===== src/rtl/mem_bus_arbiter.sv =====
// Two-master to one-slave memory bus arbiter: fetch (ibus) and memory-stage (dbus) share cbus.
// dbus has priority, bounded by MAX_DWIN consecutive wins while ibus is waiting.
package mem_bus_pkg;
  typedef logic [2:0] msize_t;
  typedef logic [7:0] mlen_t;
  typedef logic [1:0] axi_burst_t;

  localparam msize_t     MSIZE1          = 3'd0;
  localparam msize_t     MSIZE2          = 3'd1;
  localparam msize_t     MSIZE4          = 3'd2;
  localparam msize_t     MSIZE8          = 3'd3;
  localparam mlen_t      MLEN1           = 8'd0;
  localparam axi_burst_t AXI_BURST_FIXED = 2'd0;

  typedef struct packed {
    logic        valid;
    logic [63:0] addr;
  } ibus_req_t;

  typedef struct packed {
    logic        addr_ok;
    logic        data_ok;
    logic [31:0] data;
  } ibus_resp_t;

  typedef struct packed {
    logic        valid;
    logic [63:0] addr;
    msize_t      size;
    logic [7:0]  strobe;
    logic [63:0] data;
  } dbus_req_t;

  typedef struct packed {
    logic        addr_ok;
    logic        data_ok;
    logic [63:0] data;
  } dbus_resp_t;

  typedef struct packed {
    logic        valid;
    logic        is_write;
    msize_t      size;
    logic [63:0] addr;
    logic [7:0]  strobe;
    logic [63:0] data;
    mlen_t       len;
    axi_burst_t  burst;
  } cbus_req_t;

  typedef struct packed {
    logic        ready;
    logic        last;
    logic [63:0] data;
  } cbus_resp_t;
endpackage

// state   | meaning
// IDLE    | bus free, arbitrate this cycle
// GRANT_I | latched fetch request owns the bus
// GRANT_D | latched memory-stage request owns the bus
module mem_bus_arbiter
  import mem_bus_pkg::*;
#(
  parameter int unsigned MAX_DWIN = 4
) (
  input  logic       clk,
  input  logic       reset,
  input  ibus_req_t  ireq,
  output ibus_resp_t iresp,
  input  dbus_req_t  dreq,
  output dbus_resp_t dresp,
  output cbus_req_t  oreq,
  input  cbus_resp_t oresp
);

  localparam logic [1:0] IDLE    = 2'd0;
  localparam logic [1:0] GRANT_I = 2'd1;
  localparam logic [1:0] GRANT_D = 2'd2;

  localparam logic [3:0] DWIN_LIMIT = 4'(MAX_DWIN);

  logic [1:0] state;
  logic [3:0] dwinCnt;
  cbus_req_t  reqQ;

  logic dwinHit;
  logic grantI;
  logic grantD;
  logic busy;
  logic done;

  assign dwinHit = (dwinCnt == DWIN_LIMIT);
  assign grantI  = (state == IDLE) && ireq.valid && (!dreq.valid || dwinHit);
  assign grantD  = (state == IDLE) && dreq.valid && !(ireq.valid && dwinHit);
  assign busy    = (state == GRANT_I) || (state == GRANT_D);
  assign done    = busy && oresp.ready && oresp.last;

  always_ff @(posedge clk or posedge reset) begin
    if (reset) begin
      state   <= IDLE;
      dwinCnt <= '0;
      reqQ    <= '0;
    end else begin
      case (state)
        IDLE: begin
          if (grantI) begin
            state   <= GRANT_I;
            dwinCnt <= '0;
            reqQ    <= '{valid: 1'b0, is_write: 1'b0, size: MSIZE4, addr: ireq.addr,
                         strobe: 8'h00, data: 64'h0, len: MLEN1, burst: AXI_BURST_FIXED};
          end else if (grantD) begin
            state   <= GRANT_D;
            // the counter only tracks dbus wins taken at ibus's expense
            dwinCnt <= ireq.valid ? dwinCnt + 4'd1 : 4'd0;
            reqQ    <= '{valid: 1'b0, is_write: |dreq.strobe, size: dreq.size, addr: dreq.addr,
                         strobe: dreq.strobe, data: dreq.data, len: MLEN1, burst: AXI_BURST_FIXED};
          end
        end
        GRANT_I, GRANT_D: begin
          if (done) state <= IDLE;
        end
        default: state <= IDLE;
      endcase
    end
  end

  always_comb begin
    oreq       = reqQ;
    oreq.valid = busy;
  end

  always_comb begin
    iresp.addr_ok = done && (state == GRANT_I);
    iresp.data_ok = done && (state == GRANT_I);
    iresp.data    = reqQ.addr[2] ? oresp.data[63:32] : oresp.data[31:0];
    dresp.addr_ok = done && (state == GRANT_D);
    dresp.data_ok = done && (state == GRANT_D);
    dresp.data    = oresp.data;
  end

endmodule


===== config.mk =====
export PLATFORM = sky130hd
export DESIGN_NAME = mem_bus_arbiter
export DESIGN_NICKNAME = d
export VERILOG_FILES = /design/src/rtl/mem_bus_arbiter.sv
export SDC_FILE = /design/constraint.sdc
export NUM_CORES = 1
export LEC_CHECK = 0
export ABC_AREA = 1
export BUFFER_PORTS_ARGS = -buffer_cell sky130_fd_sc_hd__buf_2
export CORE_AREA = 2 2 203 205
export DETAILED_ROUTE_END_ITERATION = 10
export DIE_AREA = 0 0 205 207
export PLACE_DENSITY = 0.4
export SYNTH_ARGS = -nofsm -noshare
export SYNTH_HDL_FRONTEND = slang
export SYNTH_SLANG_ARGS = --single-unit
export TNS_END_PERCENT = 1

===== constraint.sdc =====
create_clock -name clk -period 12.53 [get_ports clk]
set_input_delay 0.6265 -clock clk [delete_from_list [all_inputs] [get_ports clk]]
set_output_delay 0.6265 -clock clk [all_outputs]
set_load 0.02 [all_outputs]

[Word level (Yosys, flattened, before mapping)]
Index checks and enable logic that the tools add are counted.
Word-level totals
  logic and storage cells: 44
  output and inout bits: 251
  flip-flop bits (word level): 156
Cells by class
  mux-type cells: 10
  reductions and logical operators: 19
  add/sub/neg operators: 1
  equal/unequal tests: 5
Operators by type and width (count)
  2-to-1 mux 150 bit: 2
  2-to-1 mux 32 bit: 1
  2-to-1 mux 4 bit: 3
  logical AND 1 bit: 9
  OR reduction 8 bit: 1
  2-to-1 mux 2 bit: 3
  adder 4 x 1 -> 4 bit, second input constant: 1
  equality test 4 x 3 -> 1 bit, second input constant: 1
  case mux 2 bit (2 select lines): 1
  AND reduction 2 bit: 2
  inequality test 3 bit, second input constant: 1
  equality test 2 x 1 -> 1 bit, second input constant: 1
  equality test 2 bit, second input constant: 1
  zero test 1 bit: 2
  zero test 2 bit: 1
  logical OR 1 bit: 2
  inequality test 2 bit, second input constant: 1
  nonzero test 2 bit: 1
  OR reduction 2 bit: 1

[Logic depth before layout (Yosys ltp)]
  depth after elaboration: 7
  gate-level depth with buffers: 9

[Worst setup path before layout]
No wires, ideal clock.
  path kind: reg-to-output
  from: reg state[0]
  to: out dresp[65] (netlist name)
  path buffers: 1
  cell stages (with the launch flop): 6
  setup slack: 10.557 ns
  data arrival time: 1.347 ns
  required time: 11.903 ns
  cells stage by stage: dfrtp_1 > inv_1 > ha_1 > nand3_1 > nor2_1 > buf_4
RTL lines
  start: declaration: RTL line 83  | logic [1:0] state;
  start signal: assignment: RTL line 101  | state <= IDLE;
  start signal: assignment: RTL line 108  | state <= GRANT_I;
  start signal: assignment: RTL line 113  | state <= GRANT_D;
  end: declaration: RTL line 72  | output dbus_resp_t dresp,

[Worst setup path in the final report]
  from: reg state[0]
  to: reg reqQ, in the netlist oreq[30]
On the way
  cells in the longest elaborated chain, start to end: 5
  elaborated cells between the ends (all ways): 8
  classes of those cells: mux (1); reduce/logical (7)
RTL lines
  zero test 2 bit (*): RTL line 94, 95, 105
  logical AND 1 bit (on tied branches) (2 in series): RTL line 94, 95
  nonzero test 2 bit (no source line)
  AND reduction 2 bit (no source line)
  end signal: assignment: RTL line 110  | reqQ <= '{valid: 1'b0, is_write: 1'b0, size: MSIZE4, addr: ireq.addr,
  end signal: assignment: RTL line 116  | reqQ <= '{valid: 1'b0, is_write: |dreq.strobe, size: dreq.size, addr: dreq.addr,
  end: declaration: RTL line 85  | cbus_req_t reqQ;
Every way passes the cells marked *; elsewhere a longest branch is shown, timed or not.
A chain may end at the register's enable or synchronous reset.

==> flow_summary_export.csv <==
group,metric,value,unit
floorplan,floorplan.initialDensity,19.91,%
setup_path,critical_path.max_stage_delay,0.79,ns
clock_network,post-cts-setup-buffer-count,0,
power_and_ir_drop,power.net_switching,1.262,mW
timing,final-hold-violation-count,0,
drt,dr_wl_cell,17.03,µm
worst_hold_path,hold_path.class,"in2async",
timing,timing.final.setup_violations,0,
global_routing,grt_first_pass_wirelength,49680,µm
drt,met2_length,18440,µm
floorplan,io_pins,524,
timing,timing_worst_slew_pin_value,0.9205,ns
finish,syn2layout_area_growth,37.16,%
global_routing,antenna_found_initial,16,
power_and_ir_drop,peak_supply_drop,115.4,µV
synthesis,post_synth_instance_area,0.008038,mm²
setup_path,timing.critical_path.to_type,"register",
setup_path,critical_path_required,12.91,ns
clock_network,path_clk_slew,0.07,ns
drt,met3_wirelength,2378,µm
timing,relSlewSlack,38.64,%
global_routing,grt_pass1_vias,7979,
synthesis,yosys_warnings,0,
clock_network,tritoncts_num_sinks,146,
power_and_ir_drop,pwr-share-clk,18.9,%
drt,routedLengthMet1,12620,µm
power_and_ir_drop,seq_power_share,30.7,%
floorplan,die_area,0.04244,mm²
synthesis,synth-seq-cells,146,
setup_path,worst-r2r-setup-slack,9.65,ns
clock_network,cts_tree,"built",
synthesis,syn_avg_cell_area,7.684,µm²
floorplan,num_rows,74,
clock_network,clockRootBuffer,"sky130_fd_sc_hd__clkbuf_16",
power_and_ir_drop,switching_share,47.50,%
clock_network,htree_levels,4,
setup_path,reg2reg_path_depth,8,
setup_path,criticalPathCategory,"reg2reg",
timing,timing.fmax,0.3469,GHz
status,outcome,"complete, no violations",
finish,nNetsFinal,1733,
floorplan,die_extent_in_x,205,µm
setup_path,cpMaxStageDelayCell,"sky130_fd_sc_hd__buf_4",
timing,finalClockSkew,0.01003,ns
global_routing,overflow,0,
power_and_ir_drop,power.static_leakage,6.634,nW
drt,routed_wirelength,34240,µm
floorplan,die_height,207,µm
finish,mostFrequentLayoutCell,"sky130_fd_sc_hd__buf_2",
global_routing,largest_net_degree_at_the_start_of_global_routing,84,
setup_path,cp.buffers_inverters,4,
finish,final_util,27.31,%
setup_path,end_of_the_worst_register_to_register_path,"oreq[30]$_DFFE_PP0P_",
timing,setup_repair_after_global_routing_missed_its_margin,"no",
timing,holdWs,0.3376,ns
global_routing,grt_usage,15.69,%
run,maxCapViolCount,0,
power_and_ir_drop,power_report.internal_total,1.395,mW
drt,detail_route.drc_violations,0,
power_and_ir_drop,combinationalPowerShare,50.3,%
synthesis,synthesis.instances,1046,
placement,gpl.final_weighted_congestion,0.8116,
timing,maxSlewViolCount,0,
setup_path,timing.critical_path.cells,"inv_1 > ha_1 > inv_2 > nor2_4 > buf_4 > buf_4 > nand3_1 > nand2_1",
placement,hpwlAfterDp,25640,µm
clock_network,tritoncts_buffer_count,17,
drt,ant_nets,0,
drt,drtIter0Drc,356,
drt,via_count,8204,
synthesis,synth.distinct_cells,23,
setup_path,critPathTopFamily,"buffers and inverters",
setup_path,timing.critical_path.arrival,3.26,ns
timing,timing.final.crit_share,23.01,%
floorplan,design.core.area,0.04037,mm²
drt,drtPass1Iterations,4,
finish,most-common-layout-cells,"513 x sky130_fd_sc_hd__buf_2, 350 x sky130_fd_sc_hd__nand2_1, 208 x sky130_fd_sc_hd__nand3_1",
timing,timing.final.crit_period,2.883,ns
setup_path,cell_repeated_most_along_the_worst_path,"sky130_fd_sc_hd__buf_4",
setup_path,worstReg2RegStart,"state[0]$_DFFE_PP0P_",
placement,io_buffers,513,
drt,route.top_layer_used,"met5",
clock_network,max-clock-path-buffers,2,
clock_network,hold_buffers,0,
timing,setup_tns_final,0,ns
finish,final_layout_size_suffix_gt1_share,40.33,%
clock_network,worst_skew_pair.late_latency,0.44,ns
drt,post_drt_via_cell_ratio,4.080,
clock_network,post_cts_repair_resize_count,0,
setup_path,crit_path_start_kind,"register",
power_and_ir_drop,power_density,241.0,mW/mm²
setup_path,critical_path_fanouts_max,76,
synthesis,synth-seq-area-share,45.45,%
layer usage:
layer | up-vias | GRT usage (%)
li1 | 3960 | -
met2 | 313 | 29.37
met3 | 42 | 3.902
met5 | - | 0
met1 | 3885 | 16.81
met4 | 4 | 5.731
layout make-up:
type	instances	area, µm²
clock inverter	14	131.4
sequential	146	3654
clock buffer	18	439.2
inverter	141	536.8
multi-input combinational	628	2943
fill	4585	29340
antenna	11	27.53
timing repair buffer	521	2628
tap	532	665.6
state kept, by name, indices dropped and copies added (netlist names):
name     flops
state        2
dwinCnt      4
oreq       140
power by group through the flow:
stage	Clock (mW)	Sequential (mW)	Combinational, mW
finish	0.503	0.817	1.34
CTS	0.525	0.817	1.37
global route	0.545	0.846	1.46
detailed placement	0	0.819	1.37
floorplan	0	1.09	0.623
global placement	0	0.822	1.36
worst max path at each step:
stage,start,endpoint,slack [ns],cells past startpoint
after CTS,state[0]$_DFFE_PP0P_,oreq[30]$_DFFE_PP0P_,9.59,8
after global routing,state[0]$_DFFE_PP0P_,oreq[30]$_DFFE_PP0P_,9.40,8
final,state[0]$_DFFE_PP0P_,oreq[30]$_DFFE_PP0P_,9.65,8
after global placement,state[0]$_DFFE_PP0P_,oreq[79]$_DFFE_PP0P_,9.59,8
after detailed placement,state[0]$_DFFE_PP0P_,oreq[30]$_DFFE_PP0P_,9.63,8
after floorplan,reset,dwinCnt[0]$_DFFE_PP0P_,7.98,1
synthesized netlist by cell type:
cell	instances	share of area, %
sky130_fd_sc_hd__a21oi_1	1	0.062
sky130_fd_sc_hd__buf_1	6	0.28
sky130_fd_sc_hd__buf_2	39	2.4
sky130_fd_sc_hd__buf_4	89	8.3
sky130_fd_sc_hd__buf_6	5	0.70
sky130_fd_sc_hd__clkbuf_1	1	0.047
sky130_fd_sc_hd__conb_1	1	0.047
sky130_fd_sc_hd__dfrtp_1	146	45
sky130_fd_sc_hd__ha_1	5	0.78
sky130_fd_sc_hd__inv_1	139	6.5
sky130_fd_sc_hd__inv_2	2	0.093
sky130_fd_sc_hd__mux2_2	32	4.5
sky130_fd_sc_hd__nand2_1	350	16
sky130_fd_sc_hd__nand2_2	1	0.078
sky130_fd_sc_hd__nand2_4	1	0.14
sky130_fd_sc_hd__nand3_1	208	13
sky130_fd_sc_hd__nand4_1	1	0.078
sky130_fd_sc_hd__nor2_1	10	0.47
sky130_fd_sc_hd__nor2_4	1	0.14
sky130_fd_sc_hd__o21ai_0	4	0.25
sky130_fd_sc_hd__o22ai_1	2	0.16
sky130_fd_sc_hd__xnor2_1	1	0.11
sky130_fd_sc_hd__xor2_1	1	0.11
logic make-up after synthesis:
| family | share of synthesized area (%) |
|---|---|
| xor gates and xnor gates | 0.2180 |
| and+or+nand+nor | 30.20 |
| muxes | 4.483 |
| other | 0.04666 |
| DFF | 45.45 |
| buffers and inverters | 18.35 |
| adders and majority gates | 0.7783 |
| AOI/OAI and AO/OA | 0.4669 |
metrics by stage:
step                instances  cell area, µm²  power (mW)  setup slack [ns]
floorplan                1055            8071       1.711             7.981
global placement         1968           10430       2.186             9.590
detailed placement       1968           10430       2.186             9.627
CTS                      2000           11000       2.710             9.594
global route             2005           11010       2.854             9.400
finish                   2011           11020       2.657             9.647
worst reg2reg max path: stages (launching register included):
cell and delay, ns:
sky130_fd_sc_hd__dfrtp_1 0.40, sky130_fd_sc_hd__inv_1 0.09, sky130_fd_sc_hd__ha_1 0.26, sky130_fd_sc_hd__inv_2 0.10
sky130_fd_sc_hd__nor2_4 0.14, sky130_fd_sc_hd__buf_4 0.66, sky130_fd_sc_hd__buf_4 0.81, sky130_fd_sc_hd__nand3_1 0.28
sky130_fd_sc_hd__nand2_1 0.11
No activity file was read; power rests on OpenSTA's default activity.
